<file path="config.mk">
export PLATFORM = sky130hd
export DESIGN_NAME = alu_shift_seq
export DESIGN_NICKNAME = d
export VERILOG_FILES = /design/src/rtl/alu_shift_pkg.sv /design/src/rtl/alu_shift_stage.sv /design/src/rtl/alu_shift_seq.sv
export SDC_FILE = /design/constraint.sdc
export NUM_CORES = 1
export LEC_CHECK = 0
export CORE_MARGIN = 2
export CORE_UTILIZATION = 40
export CTS_BUF_LIST = sky130_fd_sc_hd__clkbuf_4
export DETAILED_ROUTE_END_ITERATION = 12
export PLACE_DENSITY = 0.7
export SLEW_MARGIN = 10
export SYNTH_ARGS = -nofsm -noshare
export SYNTH_HDL_FRONTEND = slang
export SYNTH_SLANG_ARGS = --single-unit
</file>
<file path="constraint.sdc">
create_clock -name clk_i -period 2.6 [get_ports clk_i]
set_clock_uncertainty 0.15 [all_clocks]
set_input_delay 0.52 -clock clk_i [delete_from_list [all_inputs] [get_ports clk_i]]
set_output_delay 0.52 -clock clk_i [all_outputs]
set_load 0.01 [all_outputs]
</file>
<file path="src/rtl/alu_shift_pkg.sv">
// Shared definitions for the sequential shift unit: operation codes,
// FSM state encoding and default widths.
package alu_shift_pkg;

    localparam int DATA_W_DEF  = 32;
    localparam int SHAMT_W_DEF = 5;
    // Stage counter width; it must also hold the value SHAMT_W after the last stage.
    localparam int CNT_W       = 3;

    localparam logic [1:0] SH_SLL = 2'b00;
    localparam logic [1:0] SH_SRL = 2'b01;
    localparam logic [1:0] SH_SRA = 2'b11;
    // 2'b10 is reserved and executes as SRL.

    typedef enum logic [1:0] {
        ST_IDLE  = 2'd0,
        ST_SHIFT = 2'd1,
        ST_DONE  = 2'd2
    } state_e;

endpackage

</file>
<file path="src/rtl/alu_shift_stage.sv">
// One conditional log-shifter stage: shifts d_i by 2**k_i when en_i is set.
// All candidate shift distances are built in parallel and one is picked by k_i.
module alu_shift_stage
    import alu_shift_pkg::*;
#(
    parameter int DATA_W  = DATA_W_DEF,
    parameter int SHAMT_W = SHAMT_W_DEF
) (
    input  logic [DATA_W-1:0] d_i,
    input  logic [CNT_W-1:0]  k_i,
    input  logic              en_i,
    input  logic [1:0]        op_i,
    output logic [DATA_W-1:0] q_o
);

    logic [DATA_W-1:0] sll_s [SHAMT_W];
    logic [DATA_W-1:0] srl_s [SHAMT_W];
    logic [DATA_W-1:0] sra_s [SHAMT_W];

    for (genvar gi = 0; gi < SHAMT_W; gi++) begin : g_dist
        assign sll_s[gi] = d_i << (2 ** gi);
        assign srl_s[gi] = d_i >> (2 ** gi);
        assign sra_s[gi] = $unsigned($signed(d_i) >>> (2 ** gi));
    end

    // Pick the shifted value for the requested distance; bypass otherwise.
    always_comb begin
        q_o = d_i;
        if (en_i) begin
            for (int i = 0; i < SHAMT_W; i++) begin
                if (k_i == CNT_W'(i)) begin
                    case (op_i)
                        SH_SLL:  q_o = sll_s[i];
                        SH_SRA:  q_o = sra_s[i];
                        default: q_o = srl_s[i];
                    endcase
                end
            end
        end
    end

endmodule

</file>
<file path="src/rtl/alu_shift_seq.sv">
// Multi-cycle SLL/SRL/SRA unit: one shifter stage reused over the shift-amount
// bits, valid/ready on both sides.
// Optional macro ALU_SHIFT_SEQ_EARLY_EXIT_EN: finish as soon as no higher
// shift-amount bits remain (results identical, latency shorter).
module alu_shift_seq
    import alu_shift_pkg::*;
#(
    parameter int DATA_W  = DATA_W_DEF,
    parameter int SHAMT_W = SHAMT_W_DEF
) (
    input  logic              clk_i,
    input  logic              rst_i,
    input  logic              flush_i,
    input  logic              valid_i,
    output logic              ready_o,
    input  logic [1:0]        op_i,
    input  logic [DATA_W-1:0] a_i,
    input  logic [DATA_W-1:0] b_i,
    output logic              valid_o,
    input  logic              ready_i,
    output logic [DATA_W-1:0] c_o,
    output logic              busy_o
);

    state_e              state_q, state_d;
    logic [DATA_W-1:0]   acc_q, acc_d;
    logic [SHAMT_W-1:0]  shamt_q, shamt_d;
    logic [1:0]          op_q, op_d;
    logic [CNT_W-1:0]    cnt_q, cnt_d;

    logic [DATA_W-1:0]   stage_out;
    logic [SHAMT_W-1:0]  shamt_sh;
    logic                last_stage;

    // Bit 0 of shamt_sh is the enable of the current stage; the rest are the
    // bits still to come.
    assign shamt_sh = shamt_q >> cnt_q;

`ifdef ALU_SHIFT_SEQ_EARLY_EXIT_EN
    assign last_stage = (cnt_q == CNT_W'(SHAMT_W - 1)) || (shamt_sh[SHAMT_W-1:1] == '0);
`else
    assign last_stage = (cnt_q == CNT_W'(SHAMT_W - 1));
`endif

    alu_shift_stage #(
        .DATA_W  (DATA_W),
        .SHAMT_W (SHAMT_W)
    ) u_stage (
        .d_i  (acc_q),
        .k_i  (cnt_q),
        .en_i (shamt_sh[0]),
        .op_i (op_q),
        .q_o  (stage_out)
    );

    assign ready_o = (state_q == ST_IDLE) && !rst_i;
    assign valid_o = (state_q == ST_DONE);
    assign busy_o  = (state_q != ST_IDLE);
    assign c_o     = acc_q;

    // Next-state logic: accept in IDLE, one stage per SHIFT cycle, hold in DONE.
    always_comb begin
        state_d = state_q;
        acc_d   = acc_q;
        shamt_d = shamt_q;
        op_d    = op_q;
        cnt_d   = cnt_q;
        case (state_q)
            ST_IDLE: begin
                if (valid_i) begin
                    acc_d   = a_i;
                    shamt_d = b_i[SHAMT_W-1:0];
                    op_d    = op_i;
                    cnt_d   = '0;
                    state_d = ST_SHIFT;
`ifdef ALU_SHIFT_SEQ_EARLY_EXIT_EN
                    if (b_i[SHAMT_W-1:0] == '0) begin
                        state_d = ST_DONE;
                    end
`endif
                end
            end
            ST_SHIFT: begin
                acc_d = stage_out;
                cnt_d = cnt_q + CNT_W'(1);
                if (last_stage) begin
                    state_d = ST_DONE;
                end
            end
            ST_DONE: begin
                if (ready_i) begin
                    state_d = ST_IDLE;
                end
            end
            default: state_d = ST_IDLE;
        endcase
    end

    // State registers: reset clears everything, flush only aborts to IDLE.
    always_ff @(posedge clk_i) begin
        if (rst_i) begin
            state_q <= ST_IDLE;
            acc_q   <= '0;
            shamt_q <= '0;
            op_q    <= '0;
            cnt_q   <= '0;
        end else if (flush_i) begin
            state_q <= ST_IDLE;
        end else begin
            state_q <= state_d;
            acc_q   <= acc_d;
            shamt_q <= shamt_d;
            op_q    <= op_d;
            cnt_q   <= cnt_d;
        end
    end

endmodule

</file>
==> run summary, run 1 <==
Syn Area/Cell: 7.05 um2
Root buffer selected by CTS: clkbuf_4
RSZ-0062 raised after global routing: false
Highest fanout seen on the critical path: 54
GRT Max-Usage Layer: met2
Antenna-violating nets left: 0
Clock sink total: 44
Number of cells on the critical path: 9
Async set-or-reset flop fraction in the synthesized netlist: 0%
CTS Buf Count: 5
Largest cells by area after synthesis: dfxtp_1 22%, a21oi_1 13%, nor2_1 6.6%
Skew-Pair Late Insertion Delay: 0.39 ns
Router iterations before antenna repair: 6
Sum of routed wire length over all layers: 18.2 mm
GPL Wtd Cong: 0.957
Number of H-tree branching levels: 2
Fraction of layout instances using a drive strength above 1: 12.4%
Tot GR Track Use: 32.9%
Core utilization of the finished layout: 54.2%
DRC violation count after routing: 0
Power density normalized to cell area: 356 nW/um2
Family of cells with the greatest summed delay on the critical path: compound AO/OA/AOI/OAI gates
Period utilization: 96.7%
Hold Worst Slack: 0.363 ns
Number of warning messages in the yosys log: 0
Arrival time of data at the critical path endpoint: 2.61 ns
Count of distinct cell types in the synthesized netlist: 49
Number of I/O pins: 106
Total of flip-flops plus latches after synthesis: 44
Routed via count divided by cell count: 6.49
Filler-free cell count of the finished design: 787
Cts repair resizes: 0
Element type at the critical path start: register
Post-synth top flop: dfxtp_1
Final net count: 732
Die ar.: 10800 um2
Peak supply drop: 260 uV
Global-route track usage on met1: 44.1%
Setup TNS: 0 ns
Number of port buffers: 78
Static power due to leakage: 1.76 nW
Via count of the first global-routing pass: 4906
Worst reg-to-reg path cell count: 9
M3 GR Usage: 4.41%
Worst-path cell chain: inv_1 -> ha_1 -> buf_12 -> and3b_1 -> o211ai_1 -> o2111ai_1 -> a221oi_2 -> buf_4 -> a211oi_1
Inserted Diodes: 0
Synth-to-layout area growth: 32.4%
Number of maximum-capacitance constraint violations: 0
Synthesized netlist cell count: 565
Worst-margin pin slew: 0.691 ns
Pin count of the biggest net entering global routing: 54
GR Layer Usage met2: 52.3%
CTS hold repair buffers: 0
Net Count, Synth: 644
Proportion of synthesized chip area in sequential cells: 22.1%
Smallest setup slack after layout: 0.0861 ns
Critical Setup Path Class: reg -> reg
Number of synthesized flops with an enable pin: 0
Global route total overflow: 0
Hold Path Class: reg -> reg
Wire length of the first global-routing pass: 28.0 mm
Placed instance count: 778
Pre-CTS setup slack: 0.0663 ns
Number of cells on the worst hold path: 2
Wirelength per Cell: 23.1 um
Number of antenna violations at the first check in global routing: 0
Worst slew slack as a fraction of its limit: 53.8%
Clock transition at the register clock pins on the worst setup and hold paths after CTS: 0.14 ns
Total setup buffers inserted after CTS: 0
Maximum clock rate: 398 MHz
Area of the mapped netlist: 3990 um2
Yosys top cell area share: 22.1%
Number of placement rows: 36
Number of max-slew violations in the final report: 0
Starting Density: 41.0%
Largest stage delay on the critical path: 0.38 ns
Iter 0 DRT Violations: 467
Final setup violation count: 0
Die width: 104 um
Standard cell core area: 9730 um2
Yosys top cell by area: dfxtp_1
Endpoint kind of the worst setup timing path: register
Clk buf depth: 2
Outcome: finished clean
Floorplan die height: 104 um
Sum of net half-perimeters after detailed placement: 13.2 mm
Critical Path RT: 2.70 ns
Combined buffer and inverter count along the critical path: 3
# fillers: 997
Number of hold violations in the final report: 0
Crit path time final: 2.51 ns
Total via count in the routed design: 5105
Slowest cell on the critical path: dfxtp_2
TritonCTS clock tree: built
[worst min-delay path: stages, from the launching register on]
cell and delay (ns):
dfxtp_1 0.34, mux2i_1 0.06, nor2_1 0.08
[sequential cells by signal (all words and copies together) (netlist names)]
| signal | count |
|---|---|
| state_q | 2 |
| shamt_q | 5 |
| op_q | 2 |
| c_o | 32 |
| cnt_q | 3 |
[placed cells by master, fill, tap and decap left out, types with 10 or more instances in the layout]
cell,Yosys,final
a211oi_1,10,10
a21oi_1,105,105
a22oi_1,12,12
a311o_1,10,10
a311oi_1,25,25
buf_4,3,53
clkdlybuf4s50_1,0,77
dfxtp_1,44,42
mux2i_1,11,11
nand2_1,32,32
nand3b_1,17,17
nor2_1,70,70
nor4_1,16,16
o21ai_0,33,32
[metrics by stage]
step | cell area, um2 | power [mW]
after floorplan | 3990 | 1.15
after global routing | 5280 | 1.97
after detailed placement | 5200 | 1.50
after global placement | 5200 | 1.49
final | 5280 | 1.88
after CTS | 5260 | 1.87
[per-layer routing]
metal  routed length, um  part of all wire [%]  up-vias
li1                    -                     -     2339
met1                7550                    42     2392
met2                8130                    45      304
met3                1560                   8.6       70
met4                 906                   5.0        0
met5                   0                     0        -
[report_power, final]
| part | internal (mW) | switching, mW | total (mW) | leakage, nW |
|---|---|---|---|---|
| registers | 0.721 | 0.113 | 0.834 | 0.362 |
| logic | 0.323 | 0.349 | 0.672 | 1.36 |
| clock network | 0.125 | 0.247 | 0.372 | 0.0338 |
| total | 1.17 | 0.708 | 1.88 | 1.76 |
[cells by family (layout without fill, tap and decap cells)]
logic type	after synthesis	in the layout	share of synthesized area [%]
AND/OR/NAND/NOR	174	175	21.8
AO/OA/AOI/OAI	261	261	43.4
buffers and inverters	65	153	6.91
adder cells (fa/ha/maj)	8	8	2.51
multiplexers	13	13	3.33
flip-flops	44	44	22.1
[area by class of cell]
| class | count | area (um2) | share of cell area (%) |
|---|---|---|---|
| sequential | 44 | 883 | 16.7 |
| clock inverter | 1 | 3.75 | 0.0711 |
| timing repair buffer | 137 | 1290 | 24.5 |
| multi-input combinational | 457 | 2850 | 53.9 |
| inverter | 8 | 30.0 | 0.569 |
| clock buffer | 7 | 52.6 | 0.996 |
| tap | 133 | 166 | 3.15 |
[synthesized netlist by cell type, drive strengths merged, types with 8 or more instances]
cell type / number
ha: 8
nand2b: 8
dfxtp: 44
a311o: 10
a22oi: 12
a311oi: 25
a21oi: 105
a221oi: 10
a211oi: 10
o21ai: 35
clkbuf: 36
nor4: 16
nor2: 70
nand3b: 17
mux2i: 11
inv: 8
buf: 21
nand2: 32
[final timing paths]
kind / start / endpoint / slack (ns)
worst max-delay path: op_q[0]$_SDFFE_PP0P_ / c_o[21]$_SDFFE_PP0P_ / 0.09
worst min-delay path: shamt_q[4]$_SDFFE_PP0P_ / shamt_q[4]$_SDFFE_PP0P_ / 0.36
worst max register to register: op_q[0]$_SDFFE_PP0P_ / c_o[21]$_SDFFE_PP0P_ / 0.09
worst min register to register: shamt_q[4]$_SDFFE_PP0P_ / shamt_q[4]$_SDFFE_PP0P_ / 0.36
Note: power is estimated with default switching activity, not from simulation.
==> run 2, diff against run 1 <==
--- a/config.mk
+++ b/config.mk
@@ -5,11 +5,13 @@
 export SDC_FILE = /design/constraint.sdc
 export NUM_CORES = 1
 export LEC_CHECK = 0
+export CELL_PAD_IN_SITES_DETAIL_PLACEMENT = 1
+export CELL_PAD_IN_SITES_GLOBAL_PLACEMENT = 1
 export CORE_MARGIN = 2
-export CORE_UTILIZATION = 40
+export CORE_UTILIZATION = 36
 export CTS_BUF_LIST = sky130_fd_sc_hd__clkbuf_4
 export DETAILED_ROUTE_END_ITERATION = 12
-export PLACE_DENSITY = 0.7
+export PLACE_DENSITY = 0.86
 export SLEW_MARGIN = 10
 export SYNTH_ARGS = -nofsm -noshare
 export SYNTH_HDL_FRONTEND = slang
==> run 2 against run 1 <==
Final cell count up 0.38%. Register-to-register slack better by 0.06 ns. Maximum frequency rose by 2.6%. Sequential share of layout area down 0.13 points. First-iteration DRC count grew 0.43%. Setup slack improved by 0.064 ns. Critical path type unchanged.
==> run summary, run 2 (same netlist as run 1, synthesis figures left out) <==
Outcome: finished clean
Most used cells in the layout excluding fill and tap cells: 105 x a21oi_1, 77 x clkdlybuf4s50_1, 70 x nor2_1
Worst slew slack as a fraction of its limit: 53.1%
Relative contribution of the clock network to total power: 23.5%
Pre-CTS setup slack: 0.0182 ns
Family of cells with the greatest summed delay on the critical path: compound AO/OA/AOI/OAI gates
Router iterations before antenna repair: 5
Fraction of layout instances using a drive strength above 1: 12.6%
Final instance area: 5350 um2
Global-route track usage on met1: 43.8%
Arrival time of data at the critical path endpoint: 2.60 ns
Starting Density: 36.8%
Period utilization: 94.2%
Sequential share of power: 41.1%
Final setup violation count: 0
Most common cell after layout, fill and taps aside: a21oi_1
Net switching power of the design: 0.738 mW
Endpoint kind of the worst setup timing path: register
Number of max-slew violations in the final report: 0
Combinational fraction of design power: 35.4%
M3 GR Usage: 3.17%
Setup TNS: 0 ns
Pin count of the biggest net entering global routing: 51
Critical Path RT: 2.75 ns
Hold Worst Slack: 0.373 ns
Smallest setup slack after layout: 0.150 ns
Peak supply drop: 212 uV
GPL Wtd Cong: 0.946
Root buffer selected by CTS: clkbuf_4
Sum of net half-perimeters after detailed placement: 14.8 mm
Clock transition at the register clock pins on the worst setup and hold paths after CTS: 0.15 ns
Number of hold violations in the final report: 0
Instance area after placement: 5210 um2
Iter 0 DRT Violations: 469
Floorplan die height: 109 um
DRC violation count after routing: 0
Number of port buffers: 78
Clock sink total: 44
Number of flip-flops in the largest register: 32
Number of maximum-capacitance constraint violations: 0
Slowest cell on the critical path: dfxtp_4
Final net count: 727
Tot GR Track Use: 33.9%
Critical Setup Path Class: reg -> reg
Maximum clock rate: 408 MHz
Die width: 109 um
Combined buffer and inverter count along the critical path: 2
CTS Buf Count: 5
Wire length of the first global-routing pass: 30.7 mm
Wirelength per Cell: 25.3 um
Total via count in the routed design: 5251
Hold Path Class: reg -> reg
Internal power component: 1.27 mW
Worst-path cell chain: inv_1 -> ha_1 -> or3b_1 -> buf_12 -> a21oi_1 -> nor4_1 -> a311o_1 -> a311oi_1
Number of I/O pins: 106
CTS hold repair buffers: 0
GRT Max-Usage Layer: met2
Sum of routed wire length over all layers: 20.0 mm
Element type at the critical path start: register
Global route total overflow: 0
GR Layer Usage met2: 57.7%
Highest fanout seen on the critical path: 16
Routed via count divided by cell count: 6.65
Net switching share of the total power: 36.8%
Via count of the first global-routing pass: 5305
TritonCTS clock tree: built
Number of antenna violations at the first check in global routing: 1
Antenna-violating nets left: 0
Die ar.: 11900 um2
Filler-free cell count of the finished design: 790
Worst-margin pin slew: 0.704 ns
Number of placement rows: 38
Placed instance count: 780
Clk buf depth: 2
Skew-Pair Late Insertion Delay: 0.38 ns
Largest stage delay on the critical path: 0.43 ns
Synth-to-layout area growth: 34.2%
Number of H-tree branching levels: 2
Power density normalized to cell area: 375 nW/um2
Static power due to leakage: 1.77 nW
Standard cell core area: 10800 um2
RSZ-0062 raised after global routing: true
Crit path time final: 2.45 ns
-- run 2: cell types whose count changed in the layout (fill, tap and decap cells not counted), sizes merged --
cell	change
buf	-3
clkbuf	-2
bufinv	+1
diode	+1
or2	-1
-- run 2: stage by stage --
| stage | power (mW) | utilization (%) |
|---|---|---|
| after floorplan | 1.15 | - |
| after global placement | 1.50 | 48.0 |
| after detailed placement | 1.52 | 48.0 |
| after CTS | 1.99 | 48.8 |
| after global routing | 2.10 | 49.3 |
| final | 2.00 | 49.3 |
-- run 2: final cells by class --
cell class                      count  area, um2
Clock inverter                      2       35.0
Antenna cell                        1       2.50
Fill cell                        1353       5490
Multi-Input combinational cell    456       2870
Sequential cell                    44        888
Tap cell                          140        175
Clock buffer                        6       45.0
Timing Repair Buffer              133       1300
Inverter                            8       30.0
-- run 2: metal layers --
metal,up-vias,wire [um]
li1,2333,-
met4,0,775
met5,-,0
met3,58,1550
met2,300,9520
met1,2560,8150
-- run 2: path summary, 6_finish.rpt --
check | start | to | cells after the start | slack (ns)
worst min register to register | shamt_q[0]$_SDFFE_PP0P_ | shamt_q[0]$_SDFFE_PP0P_ | 2 | 0.37
worst max register to register | cnt_q[0]$_SDFFE_PP0P_ | c_o[12]$_SDFFE_PP0P_ | 8 | 0.15
worst min-delay path | shamt_q[0]$_SDFFE_PP0P_ | shamt_q[0]$_SDFFE_PP0P_ | 2 | 0.37
worst max-delay path | cnt_q[0]$_SDFFE_PP0P_ | c_o[12]$_SDFFE_PP0P_ | 8 | 0.15
-- run 2: timing repair --
item,4_1_cts,5_1_grt
pin swaps,0,0
endpoints found under the setup margin,3,25
gates resized for setup,1,13
setup buffers,0,1
-- run 2: tightest hold or removal path, stage by stage, from the launching register on --
cell,delay [ns]
dfxtp_1,0.36
mux2i_1,0.07
nor2_1,0.08
-- run 2: power groups by stage --
| stage | clock, mW | sequential (mW) | combinational [mW] |
|---|---|---|---|
| 3_5_place_dp | 0 | 0.834 | 0.686 |
| 6_report | 0.471 | 0.824 | 0.708 |
| 5_1_grt | 0.511 | 0.826 | 0.760 |
| 3_3_place_gp | 0 | 0.832 | 0.671 |
| 2_1_floorplan | 0 | 0.803 | 0.351 |
| 4_1_cts | 0.479 | 0.819 | 0.690 |
